File: src/rtl/fc_link_arbiter.sv
// fc_link_arbiter: decides which controller owns the shared FC bus link.
// The read controller fetches data, weights and bias. The write controller
// stores results. Ownership is granted for a whole burst, meaning the address
// phase plus the data phase. Priority is round-robin between the two sides.
// Every change of owner passes through a gap with both links low. A watchdog
// releases a burst that stops making progress on the bus.
module fc_link_arbiter #(
  parameter int TURN_CYCLES = 1,
  parameter int TIMEOUT     = 256,
  parameter int CNT_W       = 16
) (
  input  logic             i_clk,
  input  logic             i_rst,
  input  logic             i_rd_req,
  input  logic             i_wr_req,
  output logic             o_link_read,
  output logic             o_link_write,
  input  logic             i_arvalid,
  input  logic             i_arready,
  input  logic             i_rvalid,
  input  logic             i_rlast,
  input  logic             i_awvalid,
  input  logic             i_awready,
  input  logic             i_wready,
  input  logic             i_wuser_last,
  output logic             o_busy,
  output logic             o_timeout_err,
  output logic [CNT_W-1:0] o_rd_bursts,
  output logic [CNT_W-1:0] o_wr_bursts
);

  // Arbiter states. A plain encoding keeps the output decode simple.
  localparam logic [2:0] S_IDLE    = 3'd0;
  localparam logic [2:0] S_RD_ADDR = 3'd1;
  localparam logic [2:0] S_RD_DATA = 3'd2;
  localparam logic [2:0] S_WR_ADDR = 3'd3;
  localparam logic [2:0] S_WR_DATA = 3'd4;
  localparam logic [2:0] S_TURN    = 3'd5;

  // The watchdog counter never needs to hold more than TIMEOUT-1.
  localparam int WD_W = (TIMEOUT > 2) ? $clog2(TIMEOUT) : 1;
  localparam int WD_TERM_I = TIMEOUT - 1;
  localparam logic [WD_W-1:0] WD_TERM = WD_TERM_I[WD_W-1:0];

  // The turnaround counter is loaded with TURN_CYCLES-1. When the gap is
  // zero the counter is never used, but it keeps a legal one-bit width.
  localparam int TURN_W = (TURN_CYCLES > 1) ? $clog2(TURN_CYCLES) : 1;
  localparam int TURN_LOAD_I = (TURN_CYCLES > 0) ? TURN_CYCLES - 1 : 0;
  localparam logic [TURN_W-1:0] TURN_LOAD = TURN_LOAD_I[TURN_W-1:0];
  localparam logic [2:0] S_RELEASE = (TURN_CYCLES > 0) ? S_TURN : S_IDLE;

  localparam logic [CNT_W-1:0] CNT_MAX = '1;

  logic [2:0]        r_state;
  logic [2:0]        w_next_state;
  logic              r_last_wr;
  logic [TURN_W-1:0] r_turn_cnt;
  logic [TURN_W-1:0] w_turn_next;
  logic [WD_W-1:0]   r_wd_cnt;
  logic [WD_W-1:0]   w_wd_next;
  logic              r_timeout_err;
  logic [CNT_W-1:0]  r_rd_bursts;
  logic [CNT_W-1:0]  r_wr_bursts;

  logic w_wd_term;
  logic w_release;
  logic w_release_wr;
  logic w_timeout;
  logic w_rd_done;
  logic w_wr_done;
  logic w_ar_hs;
  logic w_aw_hs;
  logic w_rd_last;
  logic w_wr_last;
  logic w_grant_rd;

  // Handshake decode. These signals only take effect in the owner's states.
  assign w_ar_hs   = i_arvalid & i_arready;
  assign w_aw_hs   = i_awvalid & i_awready;
  assign w_rd_last = i_rvalid & i_rlast;
  assign w_wr_last = i_wready & i_wuser_last;
  assign w_wd_term = (r_wd_cnt == WD_TERM);

  // Round-robin choice. With both requests present, read wins when the last
  // owner was the writer.
  assign w_grant_rd = i_rd_req & (~i_wr_req | r_last_wr);

  // Next-state, watchdog and turnaround logic. In every owning state a
  // progress event or a completion is checked before the watchdog terminal
  // count, so a handshake on the last cycle always wins over a timeout.
  always_comb begin
    w_next_state = r_state;
    w_turn_next  = r_turn_cnt;
    w_wd_next    = '0;
    w_release    = 1'b0;
    w_release_wr = 1'b0;
    w_timeout    = 1'b0;
    w_rd_done    = 1'b0;
    w_wr_done    = 1'b0;
    case (r_state)
      S_IDLE: begin
        if (w_grant_rd) begin
          w_next_state = S_RD_ADDR;
        end else if (i_wr_req) begin
          w_next_state = S_WR_ADDR;
        end
      end
      S_RD_ADDR: begin
        if (w_ar_hs) begin
          w_next_state = S_RD_DATA;
        end else if (!i_rd_req) begin
          w_release = 1'b1;
        end else if (w_wd_term) begin
          w_release = 1'b1;
          w_timeout = 1'b1;
        end else begin
          w_wd_next = r_wd_cnt + 1'b1;
        end
      end
      S_RD_DATA: begin
        if (w_rd_last) begin
          w_release = 1'b1;
          w_rd_done = 1'b1;
        end else if (i_rvalid) begin
          w_wd_next = '0;
        end else if (w_wd_term) begin
          w_release = 1'b1;
          w_timeout = 1'b1;
        end else begin
          w_wd_next = r_wd_cnt + 1'b1;
        end
      end
      S_WR_ADDR: begin
        w_release_wr = 1'b1;
        if (w_aw_hs) begin
          w_next_state = S_WR_DATA;
        end else if (!i_wr_req) begin
          w_release = 1'b1;
        end else if (w_wd_term) begin
          w_release = 1'b1;
          w_timeout = 1'b1;
        end else begin
          w_wd_next = r_wd_cnt + 1'b1;
        end
      end
      S_WR_DATA: begin
        w_release_wr = 1'b1;
        if (w_wr_last) begin
          w_release = 1'b1;
          w_wr_done = 1'b1;
        end else if (i_wready) begin
          w_wd_next = '0;
        end else if (w_wd_term) begin
          w_release = 1'b1;
          w_timeout = 1'b1;
        end else begin
          w_wd_next = r_wd_cnt + 1'b1;
        end
      end
      S_TURN: begin
        if (r_turn_cnt == '0) begin
          w_next_state = S_IDLE;
        end else begin
          w_turn_next = r_turn_cnt - 1'b1;
        end
      end
      default: begin
        w_next_state = S_IDLE;
      end
    endcase
    if (w_release) begin
      w_next_state = S_RELEASE;
      w_turn_next  = TURN_LOAD;
      w_wd_next    = '0;
    end
  end

  // State, turnaround, watchdog, round-robin pointer and timeout pulse registers.
  always_ff @(posedge i_clk or posedge i_rst) begin
    if (i_rst) begin
      r_state       <= S_IDLE;
      r_turn_cnt    <= '0;
      r_wd_cnt      <= '0;
      r_last_wr     <= 1'b1;
      r_timeout_err <= 1'b0;
    end else begin
      r_state       <= w_next_state;
      r_turn_cnt    <= w_turn_next;
      r_wd_cnt      <= w_wd_next;
      r_timeout_err <= w_timeout;
      if (w_release) begin
        r_last_wr <= w_release_wr;
      end
    end
  end

  // Saturating completed-burst counters. Timeouts and abandoned bursts never reach here.
  always_ff @(posedge i_clk or posedge i_rst) begin
    if (i_rst) begin
      r_rd_bursts <= '0;
      r_wr_bursts <= '0;
    end else begin
      if (w_rd_done && (r_rd_bursts != CNT_MAX)) begin
        r_rd_bursts <= r_rd_bursts + 1'b1;
      end
      if (w_wr_done && (r_wr_bursts != CNT_MAX)) begin
        r_wr_bursts <= r_wr_bursts + 1'b1;
      end
    end
  end

  // Moore outputs decoded from the registered state. Reset clears the state
  // asynchronously, so both links drop within the cycle that reset is asserted.
  assign o_link_read   = (r_state == S_RD_ADDR) || (r_state == S_RD_DATA);
  assign o_link_write  = (r_state == S_WR_ADDR) || (r_state == S_WR_DATA);
  assign o_busy        = (r_state != S_IDLE);
  assign o_timeout_err = r_timeout_err;
  assign o_rd_bursts   = r_rd_bursts;
  assign o_wr_bursts   = r_wr_bursts;

endmodule

File: config.mk
export PLATFORM = sky130hd
export DESIGN_NAME = fc_link_arbiter
export DESIGN_NICKNAME = d
export VERILOG_FILES = /design/src/rtl/fc_link_arbiter.sv
export SDC_FILE = /design/constraint.sdc
export NUM_CORES = 1
export LEC_CHECK = 0
export CORE_UTILIZATION = 40
export DETAILED_ROUTE_END_ITERATION = 12
export RECOVER_POWER = 100
export SETUP_SLACK_MARGIN = 0.15
export SLEW_MARGIN = 10
export SYNTH_ARGS = -nofsm -noshare
export SYNTH_HDL_FRONTEND = slang
export SYNTH_SLANG_ARGS = --single-unit
File: constraint.sdc
create_clock -name i_clk -period 4.1 [get_ports i_clk]
set_input_delay 0.615 -clock i_clk [delete_from_list [all_inputs] [get_ports i_clk]]
set_output_delay 0.615 -clock i_clk [all_outputs]
set_load 0.02 [all_outputs]
* After elaboration in Yosys (flattened, before gate mapping)
Cells that the tools add are included.
** Storage, ports and cells
- Bits in registers :: 46
- Input bits :: 12
- Output and inout bits :: 36
- Word-level logic and storage cells :: 84
** Cells by class
- Add/sub/neg operators :: 4
- Equality and inequality tests :: 13
- Muxes and demuxes :: 43
- Bitwise gates (word level) :: 7
- Reduce and logical (&&, ||, !) cells :: 10
** Operators with widths (count)
- 2-to-1 mux 8 bit :: 10
- adder 16 x 1 -> 16 bit (second input constant) :: 2
- != test 16 bit (second input constant) :: 2
- one-hot mux 8 bit (4 select lines) :: 1
- 2-to-1 mux 1 bit :: 23
- 2-to-1 mux 3 bit :: 6
- one-hot mux 3 bit (5 select lines) :: 1
- != test 3 bit (second input constant) :: 3
- adder 8 x 1 -> 8 bit (second input constant) :: 1
- == test 8 bit (second input constant) :: 1
- one-hot mux 1 bit (4 select lines) :: 2
- == test 3 x 2 -> 1 bit (second input constant) :: 2
- == test 3 bit (second input constant) :: 2
- bitwise AND 1 bit :: 5
- AND reduction 5 bit :: 1
- != test 4 bit (second input constant) :: 1
- OR reduction 2 bit :: 2
- == test 3 x 1 -> 1 bit (second input constant) :: 1
- zero test 3 bit :: 1
- nonzero test 3 bit :: 1
- logical AND 1 bit :: 2
- logical OR 1 bit :: 2
- != test 2 x 1 -> 1 bit (second input constant) :: 1
- nonzero test 2 bit :: 1
- 3 further kinds :: 3

* Logic depth before layout (Yosys ltp)
- Depth after elaboration :: 7
- Mapped depth :: 5
- Mapped depth without buffers :: 5

* Worst setup path before layout
Ideal clock, no wire load.
- Path kind :: register to register
- Start :: register r_wr_bursts[0] (netlist: o_wr_bursts[0])
- End :: register r_wr_bursts[6] (netlist: o_wr_bursts[6])
- Data arrival time :: 1680 ps
- Setup slack :: 2340 ps
- Cell stages (with the launch flop) :: 6
- Path buffers :: 0
- Clock period less this slack :: 1760 ps
- Path through :: dfrtp_1 -> ha_1 -> inv_1 -> or4_1 -> a41oi_2 -> xor2_1
** On the way
- Longest elaborated chain between the ends :: 2
** Ends and longest elaborated chain
- start, declared :: RTL line 63 : logic [CNT_W-1:0] r_wr_bursts;
- start signal, assigned :: RTL line 207 : r_wr_bursts <= r_wr_bursts + 1'b1;
- branches (longest 2 deep; another with adder 16 x 1 -> 16 bit)
Several ways; the timed one is not identified.
A chain may end at the register's enable or synchronous reset.

* Worst setup path after layout
- Start :: register r_state[1]
- End :: output port o_link_write
** On the way
- Longest elaborated chain between the ends :: 2
** Ends and longest elaborated chain
- start, declared :: RTL line 54 : logic [2:0] r_state;
- start signal, assigned :: RTL line 187 : r_state <= w_next_state;
- == test 3 x 2 -> 1 bit / == test 3 bit (equally long branches) :: RTL line 215 : assign o_link_write = (r_state == S_WR_ADDR) || (r_state == S_WR_DATA);
- logical OR 1 bit (*) :: RTL line 215
- end, declared :: RTL line 17 : output logic o_link_write,
Every way passes the cells marked *; elsewhere a longest branch is shown, timed or not.

==> flow_metrics.tcl <==
set metrics [dict create \
    status "completed" \
    avgSynthCellArea_sq_um 10.2 \
    synth_flop_cell "dfrtp_1" \
    pre_cts_ws_ns 1.71 \
    powerDensity_nw_per_um2 435 \
    drv_cap 0 \
    synth_area_leaders "dfrtp_1, xnor2_1, nand3_1, nand4_1, mux2_1" \
    final_core_util 0.517 \
    power_frac_comb 0.301 \
    syn_to_final_growth_pct 25.4 \
    worstReg2RegStart "r_wd_cnt[0]$_DFF_PP0_" \
    die_w_um 80.1 \
    initial_core_util 0.412 \
    rsz0062_at_grt "no" \
    power_switching_uw 455 \
    viasPerCell 5.52 \
    cp_slowest_stage_delay_ns 0.68 \
    yosysWarnings 0 \
    min_to "o_rd_bursts[15]$_DFFE_PP0P_" \
    total_power_mw 1.33 \
    r2r_end "r_state[2]$_DFFE_PP0P_" \
    worstHoldStart "o_rd_bursts[15]$_DFFE_PP0P_" \
    worst_slack_ns 1.35 \
    synth_compound_area_frac 0.101 \
    hold_depth 1 \
    synthesis.area_sq_um 2440 \
    grt_overflow 0 \
    insertion_delay_ns 0.30 \
    fin_skew_ns 0.00663 \
    p_clk_frac 0.261 \
    reg2reg_slack_ns 1.66 \
    yosysUniqueCellTypes 50 \
    start_kind "flop" \
    nNetsFinal 302 \
    synth_xor_area_frac 0.111 \
    root_buffer "clkbuf_8" \
    p_leak_nw 1.36 \
    grt_util_all_layers 0.181 \
    async_reset_ff_frac 1.00 \
    finalWirelength_um 5270 \
    swShare 0.342 \
    place_congestion 0.846 \
    grt_pass1_wl_um 8890 \
    syn_inst 239 \
    fmax_mhz 364 \
    cp_slowest_cell "dlygate4sd3_1" \
    num_rows 28 \
    synth-edff-count 0 \
    dieArea_sq_um 6420 \
    drc 0 \
    synth_top_area_share 0.451 \
    finalSetupTns_ns 0 \
    ctsHtreeMaxLevel 2 \
    crit_type "flop to primary output" \
    setup_viol 0 \
    grt_max_degree 46 \
    cts_buffers 5 \
    synthSimpleGateAreaFrac 0.260 \
    syn-num-nets 254 \
    yosysTopAreaCell "dfrtp_1" \
    antenna_found_initial 0 \
    wl_per_cell_um 14.5 \
    place_inst 355 \
    clkTransAtPathRegs_ns 0.08 \
    ir_drop_uv 321 \
    io_buffers 47 \
    drive_gt1_frac 0.0382 \
    ios 48 \
    cts_tree "built" \
    crit_family "buffers and inverters" \
    reg2reg_depth 5 \
    period_needed_ns 2.75 \
    final_hold_viol_count 0 \
    cts_sinks 45 \
    core-area_sq_um 5920 \
    die_h_um 80.1 \
    fin_cells 363 \
    dr.pass1.iters 8 \
    slew_headroom 0.203 \
    path_cells "or3b_1, nand2_1, dlygate4sd3_1" \
    ys_seq_elements 45 \
    postRouteAntennaNets 0 \
    hold_class "flop to flop" \
    cts_buffer_depth 2 \
    dp_hpwl_um 3840 \
    p_int_uw 876 \
    n_antenna_cell 0 \
    post_cts_buffers 0 \
    slew_viol_final 0 \
    fin_crit_sh 0.670 \
    synthAdderAreaFrac 0.0154 \
    drt-initial-drc-count 116 \
    crit_path_end_kind "primary output" \
    tightest_slew_ns 1.16 \
    hold_buffers 0 \
    arrival_ns 2.13 \
    cp.required_ns 3.48 \
    synth_most_common_cell "dfrtp_1" \
    cp_max_fo 13 \
    pwr-share-seq 0.438 \
    cts_resized 0 \
    seq_area_frac_synth 0.462 \
    synth_common_cells "dfrtp_1, xnor2_1, nand3_1" \
    grt_pass1_vias 1855 \
    path_buf_inv 1 \
    vias 2002 \
    synthMuxAreaShare 0.0277 \
    synth_top_family_by_area "simple AND/OR/NAND/NOR gates" \
]
## cell type report
| cell class | instances | area, sq um |
|---|---|---|
| tap | 75 | 93.8 |
| inverter | 7 | 26.3 |
| clock inverter | 1 | 30.0 |
| fill | 545 | 2860 |
| multi-input combinational | 180 | 1220 |
| clock buffer | 7 | 86.3 |
| sequential | 45 | 1130 |
| timing repair buffer | 48 | 478 |
## routing by layer
| layer | routed length, um | track usage | up-vias |
|---|---|---|---|
| met3 | 183 | 0.0443 | 4 |
| met4 | 29 | 0.0607 | 0 |
| met1 | 2590 | 0.250 | 962 |
| met2 | 2470 | 0.277 | 50 |
| li1 | - | - | 986 |
| met5 | 0 | 0 | - |
## registers in the layout, summed over array words and instances, names as in the netlist
register       count
r_last_wr          1
r_state            3
o_rd_bursts       16
o_timeout_err      1
r_wd_cnt           8
o_wr_bursts       16
## layout by cell type, fill, tap and decap left out, types with 7 or more instances in the layout
cell type        instances
nor2_1                  15
nand4_1                 16
clkdlybuf4s50_1          8
nand2_1                 12
and3_1                   9
nor3_1                   7
xnor2_1                 25
dfrtp_1                 44
nand3_1                 20
dlygate4sd3_1           39
## power by group through the flow
stage / Combinational, mW / Sequential (mW) / Clock (mW)
after floorplan: 0.278 / 0.585 / 0
after global placement: 0.427 / 0.592 / 0
after detailed placement: 0.429 / 0.594 / 0
after CTS: 0.431 / 0.585 / 0.362
after global routing: 0.449 / 0.596 / 0.375
final: 0.401 / 0.583 / 0.347
## how the worst max path moves through the flow
stage / start / cells past startpoint / to
after floorplan: o_wr_bursts[0]$_DFFE_PP0P_ / 5 / o_wr_bursts[6]$_DFFE_PP0P_
after global placement: r_state[0]$_DFFE_PP0P_ / 3 / o_link_write
after detailed placement: r_state[0]$_DFFE_PP0P_ / 3 / o_link_write
after CTS: r_state[0]$_DFFE_PP0P_ / 3 / o_link_write
after global routing: r_state[1]$_DFFE_PP0P_ / 3 / o_link_write
final: r_state[1]$_DFFE_PP0P_ / 3 / o_link_write
## worst reg2reg max path: stages, from the launching register on
cell       delay (ns)
dfrtp_1          0.42
ha_1             0.25
nand4_1          0.23
o21ai_0          0.13
a2111oi_0        1.03
o2111ai_1        0.21
## metrics by stage
stage               hold WS, ns  instance area [sq um]
floorplan                 0.448                   2440
global placement          0.478                   2980
detailed placement        0.476                   2980
CTS                       0.494                   3100
global route              0.527                   3060
finish                    0.487                   3060
## cell families (layout without fill, tap and decap cells)
group,count (synthesis),count (layout)
compound gates,33,33
flops,45,45
simple gates,107,107
buf+inv,14,63
xor+xnor,31,31
mux,6,6
fa+ha+maj,3,3
Power figures use the tool's default switching activity.
